==> config.mk <==
export PLATFORM = sky130hd
export DESIGN_NAME = reg_burst_writer
export DESIGN_NICKNAME = d
export VERILOG_FILES = /design/src/rtl/reg_burst_pkg.sv /design/src/rtl/reg_stepper.sv /design/src/rtl/reg_burst_writer.sv
export SDC_FILE = /design/constraint.sdc
export NUM_CORES = 1
export LEC_CHECK = 0
export CORE_MARGIN = 10
export CORE_UTILIZATION = 45
export DETAILED_ROUTE_END_ITERATION = 12
export DONT_BUFFER_PORTS = 1
export SETUP_SLACK_MARGIN = 0.02
export SYNTH_ARGS = -nofsm -noshare
export SYNTH_HDL_FRONTEND = slang
export SYNTH_SLANG_ARGS = --single-unit
==> constraint.sdc <==
create_clock -name clock -period 2.3 [get_ports clock]
set_clock_uncertainty 0.05 [all_clocks]
set_input_delay 0.46 -clock clock [delete_from_list [all_inputs] [get_ports clock]]
set_output_delay 0.46 -clock clock [all_outputs]
set_load 0.01 [all_outputs]
==> src/rtl/reg_burst_pkg.sv <==
// reg_burst_pkg: shared state encoding and default sizing for the register burst writer
package reg_burst_pkg;
   typedef enum logic [1:0] {S_IDLE, S_WRITE, S_DONE} state_t;
   localparam int DEF_NUM_REGS = 32;
   localparam int DEF_LEN_W = 6;
endpackage

==> src/rtl/reg_stepper.sv <==
// reg_stepper: next register number and boundary detect for one burst step
//   regnum      - register written this cycle
//   direction   - 1 steps up, 0 steps down
//   wrap_en     - 1 lets the step wrap, so no boundary is ever reported
//   next_regnum - register for the following write
//   at_boundary - this write sits on the last register reachable without wrapping
module reg_stepper #(
   parameter int ADDR_W = 5
) (
   input  logic [ADDR_W-1:0] regnum,
   input  logic              direction,
   input  logic              wrap_en,
   output logic [ADDR_W-1:0] next_regnum,
   output logic              at_boundary
);
   // register count is a power of two, so plain modular arithmetic gives the wrap
   assign next_regnum = direction ? regnum + 1'b1 : regnum - 1'b1;
   assign at_boundary = !wrap_en && (direction ? &regnum : ~|regnum);
endmodule

==> src/rtl/reg_burst_writer.sv <==
// reg_burst_writer: issues a burst of consecutive register-file writes
//   clock, reset           - rising-edge clock, synchronous active-low reset
//   go, direction, start_reg, length, wrap_en - burst request and its parameters, latched in IDLE
//   abort                  - stops a running burst, suppressing that cycle's write
//   wr_en, regnum          - regfile write port enable and address
//   busy, done, err, count - burst status
module reg_burst_writer import reg_burst_pkg::*; #(
   parameter int NUM_REGS = DEF_NUM_REGS,
   parameter int LEN_W = DEF_LEN_W,
   localparam int ADDR_W = $clog2(NUM_REGS)
) (
   input  logic              clock,
   input  logic              reset,
   input  logic              go,
   input  logic              direction,
   input  logic [ADDR_W-1:0] start_reg,
   input  logic [LEN_W-1:0]  length,
   input  logic              wrap_en,
   input  logic              abort,
   output logic              wr_en,
   output logic [ADDR_W-1:0] regnum,
   output logic              busy,
   output logic              done,
   output logic              err,
   output logic [LEN_W-1:0]  count
);
   state_t state_q, state_d;
   logic dir_q, wrap_q, wr_q;
   logic [LEN_W-1:0] len_q, count_inc, count_d;
   logic [ADDR_W-1:0] nxt, regnum_d;
   logic bnd, last, fin, accept, wstep, err_d;

   reg_stepper #(.ADDR_W(ADDR_W)) u_step (
      .regnum(regnum),
      .direction(dir_q),
      .wrap_en(wrap_q),
      .next_regnum(nxt),
      .at_boundary(bnd)
   );

   assign count_inc = count + 1'b1;
   assign last = count_inc == len_q;
   assign fin = last || bnd;
   assign accept = state_q == S_IDLE && go;
   assign wstep = state_q == S_WRITE && !abort;
   // abort must kill the write in its own cycle, so it gates the registered enable
   assign wr_en = wr_q && !abort;

   always_ff @(posedge clock) begin
      if (!reset) begin
         state_q <= S_IDLE;
         wr_q <= 1'b0;
         regnum <= '0;
         busy <= 1'b0;
         done <= 1'b0;
         err <= 1'b0;
         count <= '0;
         dir_q <= 1'b0;
         wrap_q <= 1'b0;
         len_q <= '0;
      end else begin
         state_q <= state_d;
         wr_q <= state_d == S_WRITE;
         busy <= state_d != S_IDLE;
         done <= state_d == S_DONE;
         regnum <= regnum_d;
         err <= err_d;
         count <= count_d;
         if (accept) begin
            dir_q <= direction;
            wrap_q <= wrap_en;
            len_q <= length;
         end
      end
   end

   always_comb begin
      state_d = state_q;
      if (accept) state_d = (length == '0) ? S_DONE : S_WRITE;
      else if (state_q == S_WRITE && (abort || fin)) state_d = S_DONE;
      else if (state_q == S_DONE) state_d = S_IDLE;
   end

   // regnum only advances while more writes follow, so it holds the last address written
   always_comb begin
      regnum_d = accept ? start_reg : (wstep && !fin) ? nxt : regnum;
      count_d = accept ? '0 : wstep ? count_inc : count;
      err_d = accept ? 1'b0 : (state_q == S_WRITE && abort) ? 1'b1 : (wstep && fin) ? (bnd && !last) : err;
   end
endmodule

== Word level (Yosys, flattened, before mapping) ==
Cells that the tools add are included.

* Input bits: 17
* Bits in registers: 25
* Output and inout port bits: 15
* Word-level logic and storage cells: 53

* Bitwise logic cells: 1
* $add $sub $neg: 3
* Reduce and logical (&&, ||, !) cells: 24
* Equal/unequal tests: 5
* Muxes and demuxes: 10

{| class="wikitable"
|+ Operators by type and width
! operator !! number
|-
| $mux 5 || 3
|-
| $logic_and 1x1->1 || 9
|-
| $mux 2 || 4
|-
| $add 6x1->6 const B || 1
|-
| $eq 6x6->1 || 1
|-
| $logic_not 6->1 || 1
|-
| $reduce_bool 2->1 || 3
|-
| $add 5x1->5 const B || 1
|-
| $logic_not 1->1 || 5
|-
| $reduce_and 5->1 || 1
|-
| $reduce_or 5->1 || 1
|-
| $sub 5x1->5 const B || 1
|-
| $eq 2x1->1 const B || 2
|-
| $eq 2x2->1 const B || 2
|-
| $mux 1 || 3
|-
| $logic_not 2->1 || 1
|-
| $logic_or 1x1->1 || 2
|-
| $reduce_or 2->1 || 1
|-
| $not 1->1 || 1
|}

== Logic depth before layout (Yosys ltp) ==
Gate-level depths: netlist of the first run.

* Depth in word-level cells: 10
* Depth in mapped cells: 7
* Depth with buffers taken out: 7

== Modules after synthesis ==
From an unflattened synthesis of the first run, not the netlist that was laid out.

* Cell total of the unflattened synthesis: 154
* Area, all modules: 1,345.0 um2

{| class="wikitable"
|+ Modules (own cells, without submodules)
! module !! instances !! seq. area each (um2) !! area each (um2) !! cells an instance
|-
| reg_burst_writer || 1 || 500.5 || 1,171.1 || 134
|-
| reg_stepper || 1 || 0.0 || 173.9 || 20
|}

== Least setup slack after synthesis of the first run ==
OpenSTA, ideal clock, no wires.

* Path type: register -> register
* Start point: reg count[0]
* End point: reg regnum[4]
* Required time: 2.188 ns
* Period minus slack after synthesis: 1.772 ns
* Arrival: 1.660 ns
* Slack: 0.528 ns
* Library setup time: 0.062 ns
* Stages on the path, launching flop included: 7
* Path buffers: 0
* Cell sequence: dfxtp_1 -> ha_1 -> nand2b_1 -> a21oi_1 -> o31ai_4 -> a2111o_1 -> nand3_1

* Cells in the longest elaborated chain, start to end: 6

{| class="wikitable"
|+ Ends and longest elaborated chain
! item !! RTL line !! RTL
|-
| start, declared || reg_burst_writer.sv:25 || <nowiki>output logic [LEN_W-1:0] count</nowiki>
|-
| start signal, assigned || reg_burst_writer.sv:68 || <nowiki>count <= count_d;</nowiki>
|-
| $add 6x1->6 || reg_burst_writer.sv:41 || <nowiki>assign count_inc = count + 1'b1;</nowiki>
|-
| $eq 6x6->1 || reg_burst_writer.sv:42 || <nowiki>assign last = count_inc == len_q;</nowiki>
|-
| $logic_or 1x1->1 || reg_burst_writer.sv:43 || <nowiki>assign fin = last || bnd;</nowiki>
|-
| $logic_not 1->1 || reg_burst_writer.sv:86 || <nowiki>regnum_d = accept ? start_reg : (wstep && !fin) ? nxt : regnum;</nowiki>
|-
| $logic_and 1x1->1 || reg_burst_writer.sv:86 ||
|-
| $reduce_bool 2->1 (no source line) || -- ||
|-
| end signal, assigned || reg_burst_writer.sv:66 || <nowiki>regnum <= regnum_d;</nowiki>
|-
| end, declared || reg_burst_writer.sv:21 || <nowiki>output logic [ADDR_W-1:0] regnum,</nowiki>
|}

Every way passes these cells.
A chain may end at the register's enable or synchronous reset.

== Worst setup path after layout of the first run ==
* Start point: reg count[1]
* End point: reg done

* Cells in the longest elaborated chain, start to end: 8

{| class="wikitable"
|+ Ends and longest elaborated chain
! item !! RTL line !! RTL
|-
| $add 6x1->6 || reg_burst_writer.sv:41 ||
|-
| $eq 6x6->1 || reg_burst_writer.sv:42 ||
|-
| $logic_or 1x1->1 || reg_burst_writer.sv:43 ||
|-
| $logic_or 1x1->1 || reg_burst_writer.sv:80 || <nowiki>else if (state_q == S_WRITE && (abort || fin)) state_d = S_DONE;</nowiki>
|-
| $logic_and 1x1->1 || reg_burst_writer.sv:80 ||
|-
| $mux 2 || reg_burst_writer.sv:80 ||
|-
| $mux 2 || reg_burst_writer.sv:79 || <nowiki>if (accept) state_d = (length == '0) ? S_DONE : S_WRITE;</nowiki>
|-
| $eq 2x2->1 || reg_burst_writer.sv:65 || <nowiki>done <= state_d == S_DONE;</nowiki>
|-
| end signal, assigned || reg_burst_writer.sv:55 || <nowiki>done <= 1'b0;</nowiki>
|-
| end signal, assigned || reg_burst_writer.sv:65 ||
|-
| end, declared || reg_burst_writer.sv:23 || <nowiki>output logic done,</nowiki>
|}

Every way passes these cells.

==> qor.yml, run 1 <==
yosysWarningCount: 0
cp-end-kind: "register"
ir_drop_v: 0.000290
drive_gt1_frac: 0.0656
routed-wl-met3_um: 344
io_pins: 32
placed_area_mm2: 0.00153
cts.clk_slew.worst_paths_ps: 140
yosysSeqAreaShare: 0.338
antenna_left: 0
clk_path_buf_depth: 2
rsz0062_at_grt: "no"
ctsHoldBuffers: 0
wl_mm: 3.78
slew_headroom: 0.530
power_frac_comb: 0.267
htreeDepth: 1
grt_max_degree: 24
r2r_setup_slack_ps: 260
drtPass1Iterations: 4
grt_antenna_before_repair: 0
syn_nets: 205
p_int_uw: 643
synth_area_mm2: 0.00148
drc: 0
cts_resized: 0
cts_root_buf: "clkbuf_4"
layout.nets: 206
p_seq_frac: 0.523
drv_slew: 0
slowest_stage: "dfxtp_1"
period_minus_slack_ps: 2040
status: "finished clean"
fin_crit_sh: 0.888
m1WireLength_mm: 1.59
io_buffers: 0
crit_required_ps: 2490
cts_sinks: 25
switching_power_uw: 335
avgRoutedWirePerCell_um: 16.6
coreArea_mm2: 0.00310
max_freq_mhz: 490
grt_pass1_vias: 1313
pre_cts_ws_ps: 311
pwr-share-clk: 0.210
dp_hpwl_mm: 2.89
synth_cell_types: 43
p_per_area_mw_per_mm2: 630
synth-async-reset-ratio: 0
top_layer_used: "met4"
design_area_mm2: 0.00155
ys_ff_latch: 25
grt-ovfl-total: 0
gp_congestion: 0.808
layout_commonest_cell: "nand2_1"
min_path_type: "in -> reg"
setup.worst_path.start_class: "register"
finalSetupViolations: 0
cts_tree: "built"
clock_latency_ps: 330
track_usage: 0.130
synth_edf_count: 0
syn_area_per_cell_um2: 8.10
hold_viol_final: 0
worst_r2r_endpoint: "done"
cp_max_fo: 9
r2r_start: "count[1]"
power_leakage_nw: 0.608
cp-endpoint: "done"
fin_cells: 227
finalPower_uw: 977
die_h_um: 77.4
dp.cells: 223
critPathKind: "reg -> reg"
num_antenna_cells: 0
via_count: 1372
cts_buffers: 3
cp-startpoint: "count[1]"
grt_pass1_wl_mm: 6.53
viasPerCell: 6.04
critPathArrivalTime_ps: 2240
swShare: 0.342
synth_ff_type: "dfxtp_1"
area_delta_synth_final_pct: 4.64
fin_setup_tns_ps: 0
postLayoutSetupSlackWorst_ps: 257
drtIter0Drc: 101
rows: 20
initial_utilization: 0.478
path_cells: "ha_1, nand2b_1, o211a_1, o31ai_4, a21oi_1, o21ai_0"
cts_setup_buffers: 0
dieArea_mm2: 0.00599
dr_wl_met2_mm: 1.76
drv_cap: 0
final_cell_mix: "26 x nand2_1, 25 x dfxtp_1, 18 x a21oi_1, 17 x nand3_1, 10 x nor2_1"
tightest_slew_ps: 705
synthCells: 183
rr_worst_depth: 6
die_x_um: 77.4
max_stage_delay_ps: 470
-- kinds of logic after synthesis --
group	synth area share
flip-flops	0.338
adder cells (fa/ha/maj)	0.0473
AO/OA/AOI/OAI	0.230
buffers and inverters	0.0363
XOR/XNOR	0.0709
AND/OR/NAND/NOR	0.278
-- worst min-delay path by stage --
stage / startpoint / endpoint / slack (ps) / cells after the start
2_1_floorplan: wrap_q / wrap_q / 390 / 2
3_3_place_gp: wrap_q / wrap_q / 400 / 2
3_5_place_dp: wrap_q / wrap_q / 420 / 2
4_1_cts: length[4] / len_q[4] / 200 / 2
5_1_grt: length[5] / len_q[5] / 200 / 2
6_report: length[5] / len_q[5] / 200 / 2
-- power groups by stage --
| stage | combinational (mW) | sequential [mW] | clock, mW |
|---|---|---|---|
| 3_5_place_dp | 0.259 | 0.523 | 0 |
| 3_3_place_gp | 0.253 | 0.521 | 0 |
| 2_1_floorplan | 0.218 | 0.511 | 0 |
| 5_1_grt | 0.300 | 0.519 | 0.229 |
| 6_report | 0.261 | 0.511 | 0.205 |
| 4_1_cts | 0.261 | 0.514 | 0.211 |
-- cells in the mapped netlist (all sizes together) (3+ instances only) --
| cell | instances | share of area |
|---|---|---|
| nand2 | 26 | 0.066 |
| dfxtp | 25 | 0.34 |
| a21oi | 18 | 0.061 |
| nand3 | 17 | 0.057 |
| nor2 | 10 | 0.025 |
| xor2 | 7 | 0.041 |
| a32oi | 5 | 0.030 |
| and3 | 5 | 0.021 |
| clkbuf | 5 | 0.013 |
| inv | 5 | 0.013 |
| xnor2 | 5 | 0.030 |
| ha | 4 | 0.034 |
| nor3 | 4 | 0.014 |
| o21ai | 4 | 0.014 |
| a21o | 3 | 0.016 |
| nand2b | 3 | 0.013 |
| o2111ai | 3 | 0.018 |
| o211ai | 3 | 0.015 |
| or3 | 3 | 0.013 |
-- area by class of cell --
type	instances	area, um2
clock buffers	4	26.3
multi-input cells	146	928
repair buffers	3	22.5
well taps	44	55.1
fillers	341	1550
flip-flops and latches	25	500
inverters	5	18.8
-- worst max-delay path, delay by kind of cell (launching register included) --
| family | cells | cell delay, ps |
|---|---|---|
| adder cells (fa/ha/maj) | 1 | 290 |
| flip-flops | 1 | 470 |
| AO/OA/AOI/OAI | 4 | 1050 |
| AND/OR/NAND/NOR | 1 | 100 |
-- sequential cells by signal, indices dropped and copies added, names as in the netlist --
signal,cells
busy,1
count,6
dir_q,1
done,1
err,1
len_q,6
regnum,5
state_q,2
wr_q,1
wrap_q,1
-- per-stage QoR --
step,util,hold slack (ps)
after floorplan,-,386
after global placement,0.492,400
after detailed placement,0.492,419
after CTS,0.500,196
after global routing,0.500,200
final,0.500,196
-- layer usage --
metal,global-route usage,up-vias
met4,0.0474,0
met5,0,-
met2,0.205,40
met3,0.0449,9
met1,0.160,647
li1,-,676
(Power assumes the default switching activity.)
==> inputs of run 2 (changes only) <==
- ABC_CLOCK_PERIOD_IN_PS: not set -> 2300
- REMOVE_ABC_BUFFERS: not set -> 1
==> qor.yml, run 2 (synthesis results as in run 1) <==
fin_hold_ws_ps: 206  # was 196 ps
track_usage: 0.123  # was 0.130
crit_required_ps: 2490  # about the same
grt_pass1_wl_mm: 6.27  # was 6.53 mm
path_cells: "ha_1, nand2b_1, o211a_1, o31ai_4, a21oi_1, o21ai_0"  # unchanged
gp_congestion: 0.807  # was 0.808
slowest_stage: "dfxtp_1"  # unchanged
io_buffers: 0  # unchanged
cts_setup_buffers: 0  # unchanged
htreeDepth: 1  # unchanged
rsz0062_at_grt: "no"  # unchanged
pwr-share-clk: 0.202  # was 0.210
avgRoutedWirePerCell_um: 16.4  # was 16.6 um
dp.cells: 224  # was 223
rows: 20  # unchanged
period_minus_slack_ps: 1930  # was 2040 ps
p_int_uw: 645  # was 643 uW
dieArea_mm2: 0.00599  # unchanged
finalPower_uw: 971  # was 977 uW
critPathTopFamily: "compound AO/OA/AOI/OAI gates"  # unchanged
cts_root_buf: "clkbuf_4"  # unchanged
layout.nets: 207  # was 206
tightest_slew_ps: 483  # was 705 ps
cp_max_fo: 9  # unchanged
drtPass1Iterations: 4  # unchanged
grt_max_degree: 21  # was 24
power_frac_comb: 0.269  # was 0.267
fin_cells: 228  # was 227
io_pins: 32  # unchanged
drc: 0  # unchanged
nFillCells: 332  # was 341
cts.clk_slew.worst_paths_ps: 140  # about the same
largestRegisters: "count (6), len_q (6), regnum (5)"  # unchanged
die_x_um: 77.4  # unchanged
slew_headroom: 0.677  # was 0.530
grt_antenna_before_repair: 0  # unchanged
dp_hpwl_mm: 2.94  # was 2.89 mm
status: "finished clean"  # unchanged
cts_tree: "built"  # unchanged
antenna_left: 0  # unchanged
setup.worst_path.start_class: "register"  # unchanged
cts_sinks: 25  # unchanged
power_leakage_nw: 0.613  # was 0.608 nW
final_cell_mix: "26 x nand2_1, 25 x dfxtp_1, 18 x a21oi_1, 17 x nand3_1, 10 x nor2_1"  # unchanged
grt-ovfl-total: 0  # unchanged
drv_slew: 0  # unchanged
fin_setup_tns_ps: 0  # unchanged
drv_cap: 0  # unchanged
critPathKind: "reg -> reg"  # unchanged
finalSetupViolations: 0  # unchanged
p_seq_frac: 0.529  # was 0.523
drtIter0Drc: 94  # was 101
clk_path_buf_depth: 2  # unchanged
viasPerCell: 5.89  # was 6.04
r2r_setup_slack_ps: 370  # was 260 ps
num_antenna_cells: 0  # unchanged
min_path_type: "in -> reg"  # unchanged
max_stage_delay_ps: 460  # was 470 ps
wl_mm: 3.74  # was 3.78 mm
cts_buffers: 3  # unchanged
cts_resized: 0  # unchanged
p_per_area_mw_per_mm2: 623  # was 630 mW/mm2
die_h_um: 77.4  # unchanged
placed_area_mm2: 0.00153  # about the same
ir_drop_v: 0.000433  # was 0.000290 V
coreArea_mm2: 0.00310  # unchanged
clock_latency_ps: 320  # was 330 ps
via_count: 1343  # was 1372
layout_commonest_cell: "nand2_1"  # unchanged
grt_pass1_vias: 1285  # was 1313
fin_crit_sh: 0.840  # was 0.888
critPathArrivalTime_ps: 2120  # was 2240 ps
initial_utilization: 0.478  # unchanged
area_delta_synth_final_pct: 5.15  # was 4.64%
hold_viol_final: 0  # unchanged
design_area_mm2: 0.00156  # was 0.00155 mm2
ctsHoldBuffers: 0  # unchanged
swShare: 0.336  # was 0.342
cp.buffers_inverters: 0  # unchanged
drive_gt1_frac: 0.0707  # was 0.0656
switching_power_uw: 326  # was 335 uW
cp-end-kind: "register"  # unchanged
max_freq_mhz: 518  # was 490 MHz
[run 2: changes by cell type in the layout (fill, tap and decap cells not counted), sizes merged]
cell / before / now
buf: 3 / 4
[run 2: through the flow]
stage / utilization / setup WS, ps
after global routing: 0.502 / 178
after detailed placement: 0.494 / 396
after global placement: 0.494 / 444
after floorplan: - / 523
final: 0.502 / 368
after CTS: 0.502 / 342
[run 2: worst paths after layout]
path	start	end	cells past startpoint
setup / recovery	count[1]	done	6
hold reg to reg	wrap_q	wrap_q	2
setup reg to reg	count[1]	done	6
hold / removal	length[5]	len_q[5]	2
[run 2: layout make-up]
| type | count | area, um2 | share of cell area |
|---|---|---|---|
| tap | 44 | 55.1 | 0.0353 |
| clock buffer | 4 | 26.3 | 0.0169 |
| timing repair buffer | 4 | 30.0 | 0.0193 |
| sequential | 25 | 500 | 0.321 |
| multi-input combinational | 146 | 928 | 0.596 |
| inverter | 5 | 18.8 | 0.0120 |
[run 2: routing by layer]
layer / routed length [um] / vias to the layer above / track usage
met3: 257 / 2 / 0.0461
met1: 1710 / 641 / 0.154
met4: 19 / 0 / 0.0164
li1: - / 673 / -
met5: 0 / - / 0
met2: 1750 / 27 / 0.200
[run 2: worst reg2reg max path, stage by stage, from the launching register on]
cell      delay, ps
dfxtp_1         460
ha_1            280
nand2b_1        100
o211a_1         250
o31ai_4         390
a21oi_1         150
o21ai_0         180
[run 2: power groups by stage]
stage / clock network (mW) / logic, mW / registers (mW)
global placement: 0 / 0.257 / 0.523
finish: 0.196 / 0.262 / 0.513
global route: 0.217 / 0.299 / 0.520
CTS: 0.210 / 0.264 / 0.514
floorplan: 0 / 0.206 / 0.511
detailed placement: 0 / 0.263 / 0.524
==> inputs of run 3 (changes only) <==
- ABC_CLOCK_PERIOD_IN_PS: 2300 -> 1800
- clock period: 2.3 -> 1.8 ns (I/O delays scaled with it)
==> qor.yml, run 3 (synthesis results as in run 1) <==
drv_cap: 0  # unchanged
drc: 0  # unchanged
drtIter0Drc: 230  # was 94
hold_viol_final: 0  # unchanged
fin_crit_sh: 0.959  # was 0.840
clock_latency_ps: 340  # was 320 ps
track_usage: 0.134  # was 0.123
status: "finished clean"  # unchanged
fin_hold_ws_ps: 77.5  # was 206 ps
clk_path_buf_depth: 2  # unchanged
r2r_start: "count[0]"  # was count[1]
tightest_slew_ps: 425  # was 483 ps
htreeDepth: 1  # unchanged
largestRegisters: "count (6), len_q (6), regnum (5)"  # unchanged
rows: 20  # unchanged
dp_hpwl_mm: 3.24  # was 2.94 mm
cp-startpoint: "count[0]"  # was count[1]
fin_util: 0.581  # was 0.502
cts_root_buf: "clkbuf_4"  # unchanged
drv_slew: 0  # unchanged
die_x_um: 77.4  # unchanged
power_leakage_nw: 0.708  # was 0.613 nW
slew_headroom: 0.716  # was 0.677
crit_required_ps: 2040  # was 2490 ps
cp_max_fo: 6  # was 9
io_pins: 32  # unchanged
gp_congestion: 0.884  # was 0.807
initial_utilization: 0.478  # unchanged
cts.clk_slew.worst_paths_ps: 150  # was 140 ps
min_path_type: "in -> reg"  # unchanged
p_per_area_mw_per_mm2: 761  # was 623 mW/mm2
grt_max_degree: 21  # unchanged
cts_buffers: 3  # unchanged
nFillCells: 324  # was 332
cts_sinks: 25  # unchanged
viasPerCell: 6.00  # was 5.89
rr_worst_depth: 7  # was 6
worst_r2r_endpoint: "regnum[3]"  # was done
finalSetupViolations: 0  # unchanged
m1WireLength_mm: 1.77  # was 1.71 mm
grt_pass1_vias: 1406  # was 1285
area_delta_synth_final_pct: 21.7  # was 5.15%
cp-end-kind: "register"  # unchanged
dieArea_mm2: 0.00599  # unchanged
avgRoutedWirePerCell_um: 17.5  # was 16.4 um
grt-ovfl-total: 0  # unchanged
cp-endpoint: "regnum[3]"  # was done
grt_antenna_before_repair: 0  # unchanged
critPathArrivalTime_ps: 1960  # was 2120 ps
num_antenna_cells: 0  # unchanged
wl_mm: 4.29  # was 3.74 mm
rsz0062_at_grt: "no"  # unchanged
via_count: 1475  # was 1343
coreArea_mm2: 0.00310  # unchanged
die_h_um: 77.4  # unchanged
cts_tree: "built"  # unchanged
grt_pass1_wl_mm: 6.73  # was 6.27 mm
dr_wl_met2_mm: 2.05  # was 1.75 mm
final_cell_mix: "26 x nand2_1, 22 x dfxtp_1, 22 x buf_4, 16 x nand3_1, 15 x a21oi_1"  # was 26 x nand2_1, 25 x dfxtp_1, 18 x a21oi_1, 17 x nand3_1, 10 x nor2_1
io_buffers: 0  # unchanged
max_freq_mhz: 579  # was 518 MHz
routed-wl-met3_um: 383  # was 257 um
drtPass1Iterations: 4  # unchanged
drive_gt1_frac: 0.262  # was 0.0707
layout.nets: 225  # was 207
critPathKind: "reg -> reg"  # unchanged
top_layer_used: "met4"  # unchanged
ir_drop_v: 0.000356  # was 0.000433 V
period_minus_slack_ps: 1730  # was 1930 ps
layout_commonest_cell: "nand2_1"  # unchanged
r2r_setup_slack_ps: 70  # was 370 ps
antenna_left: 0  # unchanged
setup.worst_path.start_class: "register"  # unchanged
[run 3: power breakdown]
part,switching [mW],internal [mW],leakage (nW)
clock network,0.190,0.0855,0.0139
logic,0.246,0.209,0.488
registers,0.0466,0.597,0.206
[run 3: worst min-delay path by stage]
stage / depth (start not counted) / slack [ps] / endpoint / startpoint
floorplan: 2 / 390 / wrap_q / wrap_q
global placement: 2 / 390 / wrap_q / wrap_q
detailed placement: 2 / 400 / wrap_q / wrap_q
CTS: 2 / 80 / len_q[0] / length[0]
global route: 2 / 70 / len_q[4] / length[4]
finish: 2 / 80 / len_q[0] / length[0]
[run 3: metal layers]
layer,vias to the layer above,GRT usage
met4,0,0.0511
met1,688,0.161
met2,63,0.211
met3,15,0.0518
met5,-,0
li1,709,-
[run 3: critical path: stages (launching register included)]
cell and delay, ps:
dfxtp_2 380, ha_4 160, nand2b_1 90, o211a_1 260
o31ai_4 350, buf_4 190, nand3_1 80, nand3_1 100
[run 3: final cells by class]
type / instances / area (um2) / area share
clock inverters: 1 / 7.51 / 0.00416
inverters: 5 / 18.8 / 0.0104
multi-input cells: 146 / 1030 / 0.571
repair buffers: 22 / 165 / 0.0915
well taps: 44 / 55.1 / 0.0305
flip-flops and latches: 25 / 504 / 0.279
clock buffers: 3 / 22.5 / 0.0125
[run 3: per-stage QoR]
stage | setup WS, ps | setup TNS [ps] | total power [mW] | instance area (um2) | cells
finish | 74.0 | 0 | 1.37 | 1800 | 246
floorplan | 27.0 | 0 | 0.916 | 1450 | 176
global route | 16.6 | 0 | 1.45 | 1800 | 246
global placement | 89.3 | 0 | 1.04 | 1650 | 240
CTS | 18.7 | 0 | 1.32 | 1690 | 244
detailed placement | -1.23 | -1.23 | 1.05 | 1650 | 240
[run 3: what timing repair did]
action | 4_1_cts | 5_1_grt
setup buffers | 0 | 2
hold buffers | 0 | 0
pin swaps | 0 | 5
endpoints found under the setup margin | 1 | 9
resized for setup | 2 | 21
